$ cat src/rtl/bin_to_bcd_seq.sv
// rtl/bin_to_bcd_seq.sv - sequential double-dabble binary to packed BCD converter
// Optional leading-zero blank mask enabled by defining BCD_BLANK_EN.
module bin_to_bcd_seq #(
    parameter int BIN_W  = 27,
    parameter int DIGITS = 8
) (
    input  logic                  clk,
    input  logic                  reset,
    input  logic                  start,
    input  logic [BIN_W-1:0]      bin_in,
    output logic                  busy,
    output logic                  done,
    output logic [4*DIGITS-1:0]   bcd_out,
    output logic                  ovf,
    output logic [DIGITS-1:0]     blank
);

    localparam int SCR_W = 4 * DIGITS + 4;
    localparam int CNT_W = $clog2(BIN_W + 1);
    localparam int LIM_W = BIN_W + 5;

    // 10^DIGITS clipped to 2^BIN_W: a clipped limit can never be reached,
    // so the overflow compare folds to constant 0 without width errors.
    function automatic logic [LIM_W-1:0] pow10_clip();
        logic [LIM_W-1:0] r;
        r = LIM_W'(1);
        for (int i = 0; i < DIGITS; i++) begin
            r = r * LIM_W'(10);
            if (r >= (LIM_W'(1) << BIN_W)) begin
                r = LIM_W'(1) << BIN_W;
            end
        end
        return r;
    endfunction

    localparam logic [LIM_W-1:0] LIMIT = pow10_clip();

    typedef enum logic {
        S_IDLE,
        S_SHIFT
    } state_t;

    state_t                 state_q, state_d;
    logic [BIN_W-1:0]       bin_q, bin_d;
    logic [SCR_W-1:0]       scratch_q, scratch_d;
    logic [CNT_W-1:0]       cnt_q, cnt_d;
    logic                   ovf_flag_q, ovf_flag_d;
    logic                   busy_q, busy_d;
    logic                   done_q, done_d;
    logic [4*DIGITS-1:0]    bcd_q, bcd_d;
    logic                   ovf_q, ovf_d;

    logic [SCR_W-1:0]       adj;
    logic [SCR_W-1:0]       shifted;
    logic [4*DIGITS-1:0]    bcd_next;
    logic                   ovf_cmp;

    assign ovf_cmp = ({5'b0, bin_in} >= LIMIT);

    // Add-3 correction on every nibble, guard included, before the shift.
    always_comb begin
        adj = '0;
        for (int n = 0; n <= DIGITS; n++) begin
            if (scratch_q[4*n +: 4] >= 4'd5) begin
                adj[4*n +: 4] = scratch_q[4*n +: 4] + 4'd3;
            end else begin
                adj[4*n +: 4] = scratch_q[4*n +: 4];
            end
        end
        shifted  = SCR_W'({adj, bin_q[BIN_W-1]});
        bcd_next = ovf_flag_q ? {DIGITS{4'h9}} : shifted[4*DIGITS-1:0];
    end

`ifdef BCD_BLANK_EN
    logic [DIGITS-1:0] blank_q, blank_d;
    logic [DIGITS-1:0] blank_next;
    logic              all_zero;

    always_comb begin
        blank_next = '0;
        all_zero   = 1'b1;
        for (int i = DIGITS - 1; i >= 1; i--) begin
            all_zero      = all_zero & (bcd_next[4*i +: 4] == 4'd0);
            blank_next[i] = all_zero;
        end
        if (ovf_flag_q) begin
            blank_next = '0;
        end
    end

    assign blank = blank_q;
`else
    assign blank = '0;
`endif

    always_comb begin
        state_d    = state_q;
        bin_d      = bin_q;
        scratch_d  = scratch_q;
        cnt_d      = cnt_q;
        ovf_flag_d = ovf_flag_q;
        busy_d     = busy_q;
        done_d     = 1'b0;
        bcd_d      = bcd_q;
        ovf_d      = ovf_q;
`ifdef BCD_BLANK_EN
        blank_d    = blank_q;
`endif
        case (state_q)
            S_IDLE: begin
                if (start) begin
                    bin_d      = bin_in;
                    scratch_d  = '0;
                    cnt_d      = CNT_W'(BIN_W);
                    ovf_flag_d = ovf_cmp;
                    busy_d     = 1'b1;
                    state_d    = S_SHIFT;
                end
            end
            S_SHIFT: begin
                scratch_d = shifted;
                bin_d     = {bin_q[BIN_W-2:0], 1'b0};
                cnt_d     = cnt_q - CNT_W'(1);
                if (cnt_q == CNT_W'(1)) begin
                    bcd_d   = bcd_next;
                    ovf_d   = ovf_flag_q;
                    done_d  = 1'b1;
                    busy_d  = 1'b0;
                    state_d = S_IDLE;
`ifdef BCD_BLANK_EN
                    blank_d = blank_next;
`endif
                end
            end
            default: begin
                state_d = S_IDLE;
                busy_d  = 1'b0;
            end
        endcase
    end

    always_ff @(posedge clk or posedge reset) begin
        if (reset) begin
            state_q    <= S_IDLE;
            bin_q      <= '0;
            scratch_q  <= '0;
            cnt_q      <= '0;
            ovf_flag_q <= 1'b0;
            busy_q     <= 1'b0;
            done_q     <= 1'b0;
            bcd_q      <= '0;
            ovf_q      <= 1'b0;
`ifdef BCD_BLANK_EN
            blank_q    <= '0;
`endif
        end else begin
            state_q    <= state_d;
            bin_q      <= bin_d;
            scratch_q  <= scratch_d;
            cnt_q      <= cnt_d;
            ovf_flag_q <= ovf_flag_d;
            busy_q     <= busy_d;
            done_q     <= done_d;
            bcd_q      <= bcd_d;
            ovf_q      <= ovf_d;
`ifdef BCD_BLANK_EN
            blank_q    <= blank_d;
`endif
        end
    end

    assign busy    = busy_q;
    assign done    = done_q;
    assign bcd_out = bcd_q;
    assign ovf     = ovf_q;

endmodule

$ cat config.mk
export PLATFORM = sky130hd
export DESIGN_NAME = bin_to_bcd_seq
export DESIGN_NICKNAME = d
export VERILOG_FILES = /design/src/rtl/bin_to_bcd_seq.sv
export SDC_FILE = /design/constraint.sdc
export NUM_CORES = 1
export LEC_CHECK = 0
export CORE_MARGIN = 5
export CORE_UTILIZATION = 37
export DETAILED_ROUTE_END_ITERATION = 8
export SKIP_CTS_REPAIR_TIMING = 1
export SLEW_MARGIN = 20
export SYNTH_ARGS = -nofsm -noshare
export SYNTH_HDL_FRONTEND = slang
export SYNTH_SLANG_ARGS = --single-unit
$ cat constraint.sdc
create_clock -name clk -period 6.15 [get_ports clk]
set_input_delay 0.9225 -clock clk [delete_from_list [all_inputs] [get_ports clk]]
set_output_delay 0.9225 -clock clk [all_outputs]
set_load 0.01 [all_outputs]
==> metrics.txt <==
largest net degree at the start of global routing 75; cell chain of the critical path nand4b_2 > nor2_2 > a21oi_1; synth unique cells 34; Post-synth EDFFs 0; first-pass GRT wire length between 15000 and 20000 um; Max stage delay on crit path about 1.0 ns; layout cells sized above 1 under 10%; CTS tree done; final instance area 0.006013 mm^2; RSZ-0062 raised after global routing no; Reg2Reg Setup Slack roughly 3.3 ns; slowest cell on the critical path nor2_2; dpl hpwl 7446 um; Post-Route WL roughly 11000 um; Tmin final approximately 2.8 ns; antenna cells 0; Synth warnings 0; leading area contributor after synthesis dfrtp_1; Worst Tran Pin Value 1.014 ns; skew final slightly below 0.007 ns; PortBufs 64; Slew Limit Fails 0; Clk Latency, worst-skew pair roughly 0.35 ns; Placer Congestion 0.7792; die span in y roughly 130 um; GRT overflow 0; DRT antenna net count 0; Clock Sink Count between 100 and 150; asr flop ratio synth 100.0%; clock buffer count from CTS 9; CORE AREA approximately 0.013 mm^2; FF+latch count, synth a little over 100; GRT Util Overall between 10% and 20%; Initial Utilization between 30% and 40%; Arr. time, crit path roughly 3 ns; max_slew headroom between 30% and 40%; Final #Nets roughly 590; startpoint types flip-flop; vias per inst approximately 5.1; DRC viols 0; Worst VDD drop ~0.17 mV; critical path endpoint category flip-flop; die area roughly 0.016 mm^2; Clock Tree Buf Depth 2; initial antenna violation count 0; CTS clk-pin slew, worst paths around 0.07 ns; Root Buffer Master clkbuf_16; Rows 42; power density over the cells a little over 500 mW/mm^2; Main synth FF type dfrtp_1; run status complete, no violations; DRT Pass-1 Iters 4; I/O pins 73; MaxCap Viol Count 0; share of the synthesized area in the top cell type around half; DR iter-0 viols 145; Post-DP Area 0.005713 mm^2; Synth Instances 494; Final Hold Fails 0; Area Growth Syn to Fin 20.12%; Worst Path Required ~6.3 ns; Crit Path Category reg2reg; Finish-stage setup viols 0; sequential area share after synthesis 50.49%; LEAKAGE approximately 2.8 nW; # fillers ~1300; Hold Crit Class reg2reg; crit-path max FO 49; fin crit share a little under half; Fmax ~360 MHz; vias in the first global route 3845; Horiz. Die Dim approximately 130 um; Mapped Area 0.005006 mm^2; synthesized area per cell 10.13 um^2; H-tree depth 3; Synth area leaders dfrtp_1 (50%), mux2i_1 (8.6%), ha_1 (4.5%); setup TNS 0 ns; via count 3724; wire per inst around 15 um
cell type report:
type                    count  area [um^2]  area share (%)
inverters                  22        85.08           1.415
well taps                 176        220.2           3.662
flip-flops and latches    101         2531           42.09
multi-input cells         344         2218           36.89
repair buffers             67        658.1           10.94
clock inverters             7        75.07           1.248
clock buffers               9        225.2           3.745
power breakdown:
| group | internal [mW] | switching [mW] | leakage [nW] |
|---|---|---|---|
| Clock | 0.317 | 0.254 | 0.138 |
| Sequential | 0.949 | 0.257 | 1.27 |
| Combinational | 0.641 | 0.612 | 1.36 |
| Total | 1.91 | 1.12 | 2.77 |
sequential cells by signal, summed over array words and instances (netlist names):
| name | cells |
|---|---|
| bcd_out | 32 |
| busy | 1 |
| scratch_q | 32 |
| ovf_flag_q | 1 |
| done | 1 |
| cnt_q | 5 |
| bin_q | 27 |
| ovf | 1 |
| state_q | 1 |
cells by family after synthesis:
group / after synthesis / share of synthesized area (%)
other cells: 1 / 0.07491
flops: 101 / 50.49
xor+xnor: 11 / 1.925
simple gates: 140 / 13.72
compound gates: 124 / 14.97
mux: 43 / 8.598
fa+ha+maj: 18 / 4.499
buf+inv: 56 / 5.723
worst max-delay path: cells and delay by family (launching register included):
family / cells / cell delay (ns)
AOI/OAI and AO/OA: 1 / 0.16
DFF: 1 / 0.74
and+or+nand+nor: 2 / 1.73
cells in the final DEF (no fill, tap or decap), drive strengths merged:
master / netlist / final
bufinv: 0 / 1
nor3b: 22 / 22
ha: 18 / 18
nand2: 53 / 53
nand4b: 2 / 2
nand2b: 9 / 9
a21o: 17 / 17
a2111oi: 1 / 1
buf: 28 / 4
xnor2: 9 / 9
a32o: 1 / 1
nand4: 1 / 1
o31ai: 1 / 1
mux2i: 43 / 43
o21ai: 44 / 44
xor2: 2 / 2
a21oi: 37 / 37
or3: 1 / 1
inv: 21 / 22
dfrtp: 101 / 101
nor2: 30 / 30
and2b: 1 / 1
clkinv: 1 / 3
clkdlybuf4s50: 0 / 63
nor3: 15 / 15
a31oi: 7 / 7
conb: 1 / 8
clkbuf: 6 / 9
clkinvlp: 0 / 3
nand3: 6 / 6
a22o: 16 / 16
per-stage QoR:
step	std cells	worst slack (ns)	hold WS, ns	utilization (%)	total power [mW]
3_5_place_dp	710	3.339	0.4672	43.14	2.489
5_1_grt	726	3.110	0.5106	45.41	3.288
6_report	726	3.347	0.4816	45.41	3.030
4_1_cts	726	3.339	0.4838	45.41	3.076
2_1_floorplan	501	2.580	0.4492	-	2.044
3_3_place_gp	710	3.496	0.4634	43.14	2.431
path summary, 6_finish.rpt:
| check | cells after the start | from | endpoint |
|---|---|---|---|
| max | 3 | state_q | bcd_out[28] |
| min | 2 | bin_q[18] | bin_q[19] |
| max reg2reg | 3 | state_q | bcd_out[28] |
| min reg2reg | 2 | bin_q[18] | bin_q[19] |
| max in group asynchronous | 3 | reset | bcd_out[10] |
| min in group asynchronous | 2 | reset | bin_q[18] |
synthesized netlist by cell type, types with 7 or more instances:
cell type	instances
a21o_1	17
a21oi_1	37
a22o_1	16
a31oi_1	7
buf_2	13
buf_4	14
dfrtp_1	101
ha_1	18
inv_1	20
mux2i_1	43
nand2_1	53
nand2b_1	9
nor2_1	28
nor3_1	15
nor3b_1	22
o21ai_0	42
xnor2_1	9
routing by layer:
layer  global-route usage (%)  share of wire [%]
met5                        0                  0
met4                    5.110                1.8
met3                    3.279                4.2
met2                    23.32                 47
met1                    18.84                 47
Note: power is estimated with default switching activity, not from simulation.
